## config.mk

```make
export PLATFORM = sky130hd
export DESIGN_NAME = estado_jogadores
export DESIGN_NICKNAME = d
export VERILOG_FILES = /design/src/rtl/estado_jogadores_pkg.sv /design/src/rtl/estado_jogadores_contador.sv /design/src/rtl/estado_jogadores.sv
export SDC_FILE = /design/constraint.sdc
export NUM_CORES = 1
export LEC_CHECK = 0
export CORE_MARGIN = 2
export CORE_UTILIZATION = 48
export CTS_CLUSTER_SIZE = 28
export DETAILED_ROUTE_END_ITERATION = 7
export HOLD_SLACK_MARGIN = 0.03
export PLACE_DENSITY = 0.76
export RECOVER_POWER = 25
export SLEW_MARGIN = 25
export SYNTH_ARGS = -nofsm -noshare
export SYNTH_HDL_FRONTEND = slang
export SYNTH_SLANG_ARGS = --single-unit
```

## constraint.sdc

```tcl
create_clock -name clock -period 2.3 [get_ports clock]
set_clock_uncertainty 0.15 [all_clocks]
set_input_delay 0.345 -clock clock [delete_from_list [all_inputs] [get_ports clock]]
set_output_delay 0.345 -clock clock [all_outputs]
set_load 0.01 [all_outputs]
```

## src/rtl/estado_jogadores_pkg.sv

```systemverilog
// Shared definitions for the werewolf game datapath and its controller.
// Latency: n/a (constants and types only).
// Backpressure: n/a.
// Contents: role codes, player-count defaults, controller state encoding
// (the latter is used for debug decode of the controller's state bus).
package pkg_lobinho;

  localparam int N_JOGADORES_DEF = 5;
  localparam int W_J_DEF         = 3;

  localparam logic [1:0] CLASSE_ALDEAO = 2'd0;
  localparam logic [1:0] CLASSE_LOBO   = 2'd1;
  localparam logic [1:0] CLASSE_ANJO   = 2'd2;

  typedef enum logic [3:0] {
    ST_INICIAL       = 4'd0,
    ST_GERA_SEED     = 4'd1,
    ST_NOITE_INICIO  = 4'd2,
    ST_NOITE_ACAO    = 4'd3,
    ST_NOITE_PROXIMO = 4'd4,
    ST_AVALIA_NOITE  = 4'd5,
    ST_CHECAR_NOITE  = 4'd6,
    ST_DIA_VOTO      = 4'd7,
    ST_PROCESSA_VOTO = 4'd8,
    ST_CHECAR_DIA    = 4'd9,
    ST_FIM_JOGO      = 4'd10
  } estado_ctrl_t;

endpackage

```

## src/rtl/estado_jogadores_contador.sv

```systemverilog
// Small up-counter with synchronous clear, enable and wrap/saturate mode.
// Latency: count visible one cycle after the enable/clear cycle.
// Backpressure: none; clear beats enable, saturating mode holds at MAX.
// Ports: clock, reset (async, active-high), i_clr, i_en, i_wrap
// (1 = wrap MAX -> 0, 0 = saturate at MAX), o_cnt.
module contador_mod #(
  parameter int           W   = 3,
  parameter logic [W-1:0] MAX = '1
) (
  input  logic         clock,
  input  logic         reset,
  input  logic         i_clr,
  input  logic         i_en,
  input  logic         i_wrap,
  output logic [W-1:0] o_cnt
);

  logic [W-1:0] r_cnt;

  always_ff @(posedge clock or posedge reset) begin
    if (reset) begin
      r_cnt <= '0;
    end else if (i_clr) begin
      r_cnt <= '0;
    end else if (i_en) begin
      if (r_cnt == MAX) begin
        if (i_wrap) r_cnt <= '0;
      end else begin
        r_cnt <= r_cnt + 1'b1;
      end
    end
  end

  assign o_cnt = r_cnt;

endmodule

```

## src/rtl/estado_jogadores.sv

```systemverilog
// Werewolf game datapath: roles, alive mask, night targets and day vote.
// Latency: all state updates one cycle after the strobe; flags are combinational.
// Backpressure: none; strobes are executed the cycle they are seen.
// Ports: controller strobes in (rst_global, zera_CJ, inc_jogador, inc_seed,
// e_seed_reg, processar_acao, avaliar_eliminacao, voto, morra, confirma, alvo);
// status flags out (CJ_fim, jogador_vivo, acertou, votou, sinal_lobo_ganhou)
// plus jogador_atual, classe_atual, vivos, vitima_noite, vitima_valida.
module estado_jogadores
  import pkg_lobinho::*;
#(
  parameter int N_JOGADORES = N_JOGADORES_DEF,
  parameter int W_J         = W_J_DEF
) (
  input  logic                   clock,
  input  logic                   reset,
  input  logic                   rst_global,
  input  logic                   zera_CJ,
  input  logic                   inc_jogador,
  input  logic                   inc_seed,
  input  logic                   e_seed_reg,
  input  logic                   processar_acao,
  input  logic                   avaliar_eliminacao,
  input  logic                   voto,
  input  logic                   morra,
  input  logic                   confirma,
  input  logic [W_J-1:0]         alvo,
  output logic                   CJ_fim,
  output logic                   jogador_vivo,
  output logic                   acertou,
  output logic                   votou,
  output logic                   sinal_lobo_ganhou,
  output logic [W_J-1:0]         jogador_atual,
  output logic [1:0]             classe_atual,
  output logic [N_JOGADORES-1:0] vivos,
  output logic [W_J-1:0]         vitima_noite,
  output logic                   vitima_valida
);

  localparam logic [W_J-1:0] ULTIMO = W_J'(N_JOGADORES - 1);

  logic [W_J-1:0]         w_seed;
  logic [W_J-1:0]         w_jogador;
  logic [W_J-1:0]         w_anjo_id;
  logic [1:0]             w_classe;
  logic [2**W_J-1:0]      w_vivos_pad;
  logic                   w_alvo_ok;
  logic                   w_mata_noite;
  logic [N_JOGADORES-1:0] w_kill;
  logic [W_J:0]           w_pop;

  logic [W_J-1:0]         r_lobo_id;
  logic [W_J-1:0]         r_alvo_lobo;
  logic                   r_lobo_vld;
  logic [W_J-1:0]         r_alvo_prot;
  logic                   r_prot_vld;
  logic [W_J-1:0]         r_voto_alvo;
  logic                   r_votou;
  logic [N_JOGADORES-1:0] r_vivos;
  logic [W_J-1:0]         r_vitima_noite;
  logic                   r_vitima_valida;

  contador_mod #(.W(W_J), .MAX(ULTIMO)) u_seed (
    .clock (clock),
    .reset (reset),
    .i_clr (rst_global),
    .i_en  (inc_seed),
    .i_wrap(1'b1),
    .o_cnt (w_seed)
  );

  contador_mod #(.W(W_J), .MAX(ULTIMO)) u_jogador (
    .clock (clock),
    .reset (reset),
    .i_clr (rst_global | zera_CJ),
    .i_en  (inc_jogador),
    .i_wrap(1'b0),
    .o_cnt (w_jogador)
  );

  // Zero-extended alive mask so any switch value can index it safely;
  // indices >= N_JOGADORES read as dead.
  assign w_vivos_pad = (2**W_J)'(r_vivos);
  assign w_alvo_ok   = (alvo < W_J'(N_JOGADORES)) && w_vivos_pad[alvo];

  assign w_anjo_id = (r_lobo_id == ULTIMO) ? '0 : r_lobo_id + 1'b1;

  always_comb begin
    w_classe = CLASSE_ALDEAO;
    if (w_jogador == r_lobo_id)      w_classe = CLASSE_LOBO;
    else if (w_jogador == w_anjo_id) w_classe = CLASSE_ANJO;
  end

  // The night kill succeeds unless the angel guarded the same player.
  assign w_mata_noite = avaliar_eliminacao && r_lobo_vld &&
                        (!r_prot_vld || (r_alvo_prot != r_alvo_lobo));

  // Night kill and lynch can coincide; both are folded into one clear mask.
  always_comb begin
    w_kill = '0;
    for (int i = 0; i < N_JOGADORES; i++) begin
      if (w_mata_noite && (r_alvo_lobo == W_J'(i))) w_kill[i] = 1'b1;
      if (morra && r_votou && (r_voto_alvo == W_J'(i))) w_kill[i] = 1'b1;
    end
  end

  always_comb begin
    w_pop = '0;
    for (int i = 0; i < N_JOGADORES; i++) w_pop = w_pop + (W_J+1)'(r_vivos[i]);
  end

  always_ff @(posedge clock or posedge reset) begin
    if (reset) begin
      r_lobo_id <= '0;
    end else if (rst_global) begin
      r_lobo_id <= '0;
    end else if (e_seed_reg) begin
      r_lobo_id <= w_seed;
    end
  end

  // Night targets: only the acting wolf/angel may set them, and only on living
  // in-range players. The wolf cannot target itself.
  always_ff @(posedge clock or posedge reset) begin
    if (reset) begin
      r_alvo_lobo <= '0;
      r_lobo_vld  <= 1'b0;
      r_alvo_prot <= '0;
      r_prot_vld  <= 1'b0;
    end else if (rst_global || zera_CJ) begin
      r_lobo_vld  <= 1'b0;
      r_prot_vld  <= 1'b0;
    end else if (processar_acao && confirma && w_alvo_ok) begin
      if ((w_classe == CLASSE_LOBO) && (alvo != r_lobo_id)) begin
        r_alvo_lobo <= alvo;
        r_lobo_vld  <= 1'b1;
      end
      if (w_classe == CLASSE_ANJO) begin
        r_alvo_prot <= alvo;
        r_prot_vld  <= 1'b1;
      end
    end
  end

  always_ff @(posedge clock or posedge reset) begin
    if (reset) begin
      r_vivos         <= '1;
      r_voto_alvo     <= '0;
      r_votou         <= 1'b0;
      r_vitima_noite  <= '0;
      r_vitima_valida <= 1'b0;
    end else if (rst_global) begin
      r_vivos         <= '1;
      r_voto_alvo     <= '0;
      r_votou         <= 1'b0;
      r_vitima_noite  <= '0;
      r_vitima_valida <= 1'b0;
    end else begin
      r_vivos <= r_vivos & ~w_kill;
      if (avaliar_eliminacao) begin
        // Resolving the night also opens a fresh day vote.
        r_votou <= 1'b0;
        if (w_mata_noite) begin
          r_vitima_noite  <= r_alvo_lobo;
          r_vitima_valida <= 1'b1;
        end else begin
          r_vitima_valida <= 1'b0;
        end
      end else if (voto && confirma && w_alvo_ok && !r_votou) begin
        r_voto_alvo <= alvo;
        r_votou     <= 1'b1;
      end
    end
  end

  assign jogador_atual     = w_jogador;
  assign classe_atual      = w_classe;
  assign CJ_fim            = (w_jogador == ULTIMO);
  assign jogador_vivo      = w_vivos_pad[w_jogador];
  assign votou             = r_votou;
  assign acertou           = r_votou && (r_voto_alvo == r_lobo_id);
  assign sinal_lobo_ganhou = w_vivos_pad[r_lobo_id] && (w_pop <= (W_J+1)'(2));
  assign vivos             = r_vivos;
  assign vitima_noite      = r_vitima_noite;
  assign vitima_valida     = r_vitima_valida;

endmodule

```

## Yosys cells after proc, flatten, opt, wreduce, memory -nomap -nowiden

Cells that the tools add are included.

- Flip-flop bits (word level): 30
- Bits of input ports: 15
- Output and inout bits: 19
- Logic and storage cells: 139

- Add/sub/neg operators: 7
- Order comparisons: 5
- Equal/unequal tests: 20
- Mux-type cells: 46
- Bitwise gates (word level): 4
- Reductions and logical operators: 45

Operators by type and width:

| kind | number |
|---|---|
| $mux 3 | 15 |
| $mux 1 | 25 |
| $logic_and 1x1->1 | 22 |
| $reduce_bool 2->1 | 9 |
| $eq 3x3->1 const B | 5 |
| $eq 3x2->1 const B | 4 |
| $lt 3x4->1 const B | 3 |
| $reduce_and 2->1 | 5 |
| $add 3x1->3 const B | 3 |
| $bmux 1 s3 | 3 |
| $eq 3x3->1 | 3 |
| $eq 3x1->1 const B | 2 |
| $logic_not 3->1 | 2 |
| $ne 3x3->1 | 2 |
| $reduce_and 3->1 | 2 |
| $and 5x5->5 | 1 |
| $mux 5 | 1 |
| $not 5->5 | 1 |
| $add 3x1->4 | 1 |
| $add 4x1->4 | 1 |
| $le 4x2->1 const B | 1 |
| $mux 2 | 2 |
| $add 2x1->3 | 1 |
| $lt 3x3->1 const B | 1 |
| other kinds (10) | 12 |

## Depth between registers and ports, before layout

- Word-level depth: 10
- Depth in mapped cells: 8
- Mapped depth without buffers: 8

## Hierarchy

Synthesis repeated with hierarchy kept, for this count alone.

- Cell total of the unflattened synthesis: 211
- Area, all modules: 2128.3 sq um

By module, submodules not included:

| module | times used | cells each | area an instance (sq um) | seq. area each (sq um) |
|---|---|---|---|---|
| estado_jogadores | 1 | 171 | 1720.4 | 606.8 |
| contador_mod | 2 | 20 | 203.9 | 75.1 |

## Worst setup path after synthesis

No wires, ideal clock.

- Path kind: register -> output
- Start point: reg r_vivos[0], in the netlist vivos[0]
- End point: out sinal_lobo_ganhou
- Arrival time: 2.096 ns
- Required time: 1.805 ns
- Setup slack: -0.291 ns
- Stages on the path, launching flop included: 9
- Buffers on the path: 0
- Cells stage by stage: dfstp_2 > inv_1 > fa_1 > inv_1 > fa_1 > ha_1 > nor2_1 > a21oi_1 > a21oi_1

- Longest elaborated chain between the ends: 6
- Elaborated cells on any way between the ends: 8
- Classes of those cells: add/sub (4); order compare (1); mux (2); reduce/logical (1)

RTL lines:

| what | RTL line | RTL |
|---|---|---|
| from (decl) | estado_jogadores.sv:58 | `logic [N_JOGADORES-1:0] r_vivos;` |
| from (signal assigned) | estado_jogadores.sv:158 | `r_vivos <= r_vivos & ~w_kill;` |
| $add 1x1->2 | estado_jogadores.sv:108 | `for (int i = 0; i < N_JOGADORES; i++) w_pop = w_pop + (W_J+1)'(r_vivos[i]);` |
| $add 2x1->3 | estado_jogadores.sv:108 |  |
| $add 3x1->4 | estado_jogadores.sv:108 |  |
| $add 4x1->4 | estado_jogadores.sv:108 |  |
| $le 4x2->1 | estado_jogadores.sv:181 | `assign sinal_lobo_ganhou = w_vivos_pad[r_lobo_id] && (w_pop <= (W_J+1)'(2));` |
| $logic_and 1x1->1 * | estado_jogadores.sv:181 |  |
| to (decl) | estado_jogadores.sv:31 | `output logic sinal_lobo_ganhou,` |

Every way passes the cells marked *; elsewhere a longest branch is shown, timed or not. The select of a mux whose other input is x is not followed.

## Worst setup path in the final report

Ends and elaborated chain as after synthesis.

==> reports/metrics.yaml <==
place:
  gp_congestion: 0.881
  hpwl_um: 3460
  io_buffers: 33
  dpl.cell_count: 309
synth:
  yosys_register_bits: 30
  synth.area.top_cells: "dfrtp_1 32%, dfstp_2 6.7%, ha_1 5.1%"
  synthDominantCellAreaShare_pct: 32.1
  synth_flop_cell: "dfrtp_1"
  avgSynthCellArea_um2: 9.60
  synth_top_area_cell: "dfrtp_1"
  syn-cell-area_um2: 1950
  ys_types: 44
  ys_seq_area_share_pct: 38.9
  synthesis.nets: 228
  synth_enable_flop_cells: 0
  synthCells: 203
  yosysWarnings: 0
  synthArstFlopShare_pct: 100
timing:
  worstMarginPinSlew_ns: 1.35
  rsz0062_at_grt: "yes"
  post-route-period-util_pct: 124
  setup_ws_ns: -0.557
  finalMaxSlewViolations: 0
  min_period_ns: 2.86
  hold_violations: 0
  setup_viol: 2
  slew_headroom_pct: 10.1
  hold_ws_ns: 0.337
  fmax_mhz: 350
clock_tree:
  clk_pin_slew_ns: 0.06
  cts.path.max_buffers: 2
  htree_levels: 2
  clk_latency_ns: 0.28
  cts_made_buffers: 5
  root_buffer: "clkbuf_8"
  cts.sinks: 30
  cts_tree: "yes"
final_layout:
  layout_commonest_cell: "buf_4"
  nets: 293
  area_growth_pct: 42.6
  final_cells: 319
  utilization_pct: 70.5
  diodes: 0
  final_cell_mix: "36 x buf_4, 26 x clkdlybuf4s50_1, 24 x dfrtp_1, 23 x nor2_1, 15 x nand2_1"
  drive_gt1_share_pct: 29.7
  fillers: 296
drt:
  drc: 0
  first_iter_violations: 57
  dr.pass1.iters: 4
  routed_via_density: 5.42
  detail_route.wirelength_um: 4930
  vias: 1728
  avgRoutedWirePerCell_um: 15.5
  ant_nets: 0
global_routing:
  grt_max_degree: 31
  grt_overflow: 0
  grt_antenna_before_repair: 0
  grt_pass1_wl_um: 7940
  grt_pass1_vias: 1726
  grt_usage_pct: 23.9
setup_path:
  cp.arrival_ns: 2.36
  cp_top_family: "adder cells"
  worstSetupEndpointType: "output pin"
  rrSetupSlack_ns: 0.07
  path_cells: "inv_2 -> fa_1 -> inv_1 -> fa_2 -> inv_2 -> ha_4 -> a21oi_4 -> a21oi_2 -> buf_2"
  slowest_delay_ns: 0.53
  cp_common_cell: "inv_2"
  path_buf_inv: 4
  critPathKind: "reg2out"
  critical-path-slowest-cell: "dfstp_2"
  required_ns: 1.80
  critPathMaxFanout: 2
  cp-start-kind: "flop"
outcome:
  status: "complete, but fails checks"
  violations: "setup timing"
die:
  initial_core_util_pct: 49.4
  io_pins: 34
  dieArea_um2: 4580
  core_um2: 3940
  fp.dieW_um: 67.7
  rows: 23
  die_y_um: 67.7
power_and_ir_drop:
  p_per_area_nw_per_um2: 548
  ir_worst_vdd_v: 0.000414
  leakage_nw: 1.32
min_path:
  hold_class: "reg2reg"
run:
  maxCapViolCount: 0
[synthesized netlist by cell type (2+ instances only)]
library cell / n
buf_2: 7
nor2_1: 24
a21oi_1: 7
nand4_1: 3
nand3_1: 3
o32ai_1: 2
o21ai_0: 7
a21o_1: 3
xor2_1: 11
o31ai_1: 2
nand2b_1: 5
dfrtp_1: 25
ha_1: 8
a31o_2: 2
a211oi_1: 2
dfstp_2: 5
mux2_1: 4
fa_1: 2
mux2i_1: 10
mux4_2: 2
nor3b_1: 2
o21bai_1: 2
nand4bb_1: 2
nand3b_1: 2
xnor2_1: 5
nor3_1: 7
nand2_1: 15
inv_1: 15
clkbuf_1: 4
[routing by layer]
metal / up-vias / track usage [%] / wire length [um]
met1: 840 / 28.6 / 2070
met5: - / 0 / 0
li1: 823 / - / -
met3: 10 / 4.83 / 223
met4: 0 / 8.67 / 86
met2: 55 / 42.3 / 2550
[cells by family after synthesis]
family	count (synthesis)	synth area share, %
buffers and inverters	27	5.84
AND/OR/NAND/NOR	69	18.1
XOR/XNOR	16	7.19
adder cells (fa/ha/maj)	10	7.19
multiplexers	17	10.3
flip-flops	30	38.9
AO/OA/AOI/OAI	34	12.5
[final timing paths]
check / from / endpoint / cells after the start
worst max-delay path: vivos[0] / sinal_lobo_ganhou / 9
worst min-delay path: r_lobo_vld / r_lobo_vld / 1
worst max register to register: r_lobo_id[0] / r_alvo_lobo[1] / 8
worst min register to register: r_lobo_vld / r_lobo_vld / 1
max in group asynchronous: reset / u_jogador.o_cnt[1] / 3
min in group asynchronous: reset / r_voto_alvo[1] / 3
[cell type report]
| class | count | area [um^2] | share of cell area, % |
|---|---|---|---|
| multi-input cells | 146 | 1160 | 41.6 |
| flip-flops and latches | 30 | 758 | 27.3 |
| clock inverters | 2 | 60.1 | 2.16 |
| inverters | 15 | 56.3 | 2.03 |
| well taps | 50 | 62.6 | 2.25 |
| repair buffers | 70 | 602 | 21.7 |
| clock buffers | 6 | 82.6 | 2.97 |
[per-stage QoR]
step                setup TNS (ns)  cell area, um^2  setup WS [ns]  total power [mW]
global placement             -1.04             2570         -0.610             0.852
finish                      -0.570             2780         -0.557              1.52
floorplan                   -0.195             1960         -0.195             0.754
CTS                         -0.612             2740         -0.606              1.53
detailed placement           -1.16             2570         -0.650             0.860
global route                -0.786             2780         -0.631              1.59
[what timing repair did]
action	in CTS	in global routing
gates cloned	0	0
setup buffers	1	1
gates resized for setup	16	11
endpoints found under the setup margin	5	4
pin swaps	4	5
hold buffers	0	0
[sequential cells by signal, summed over array words and instances, names as in the netlist]
name and flops:
r_alvo_prot 3, r_lobo_vld 1, r_alvo_lobo 3, r_lobo_id 3, r_prot_vld 1, votou 1
u_seed.o_cnt 3, u_jogador.o_cnt 3, vitima_valida 1, r_voto_alvo 3, vitima_noite 3, vivos 5
[report_power, final]
group	internal, mW	switching, mW
combinational	0.134	0.116
sequential	0.560	0.0476
clock	0.462	0.203
No activity file was read; power rests on OpenSTA's default activity.
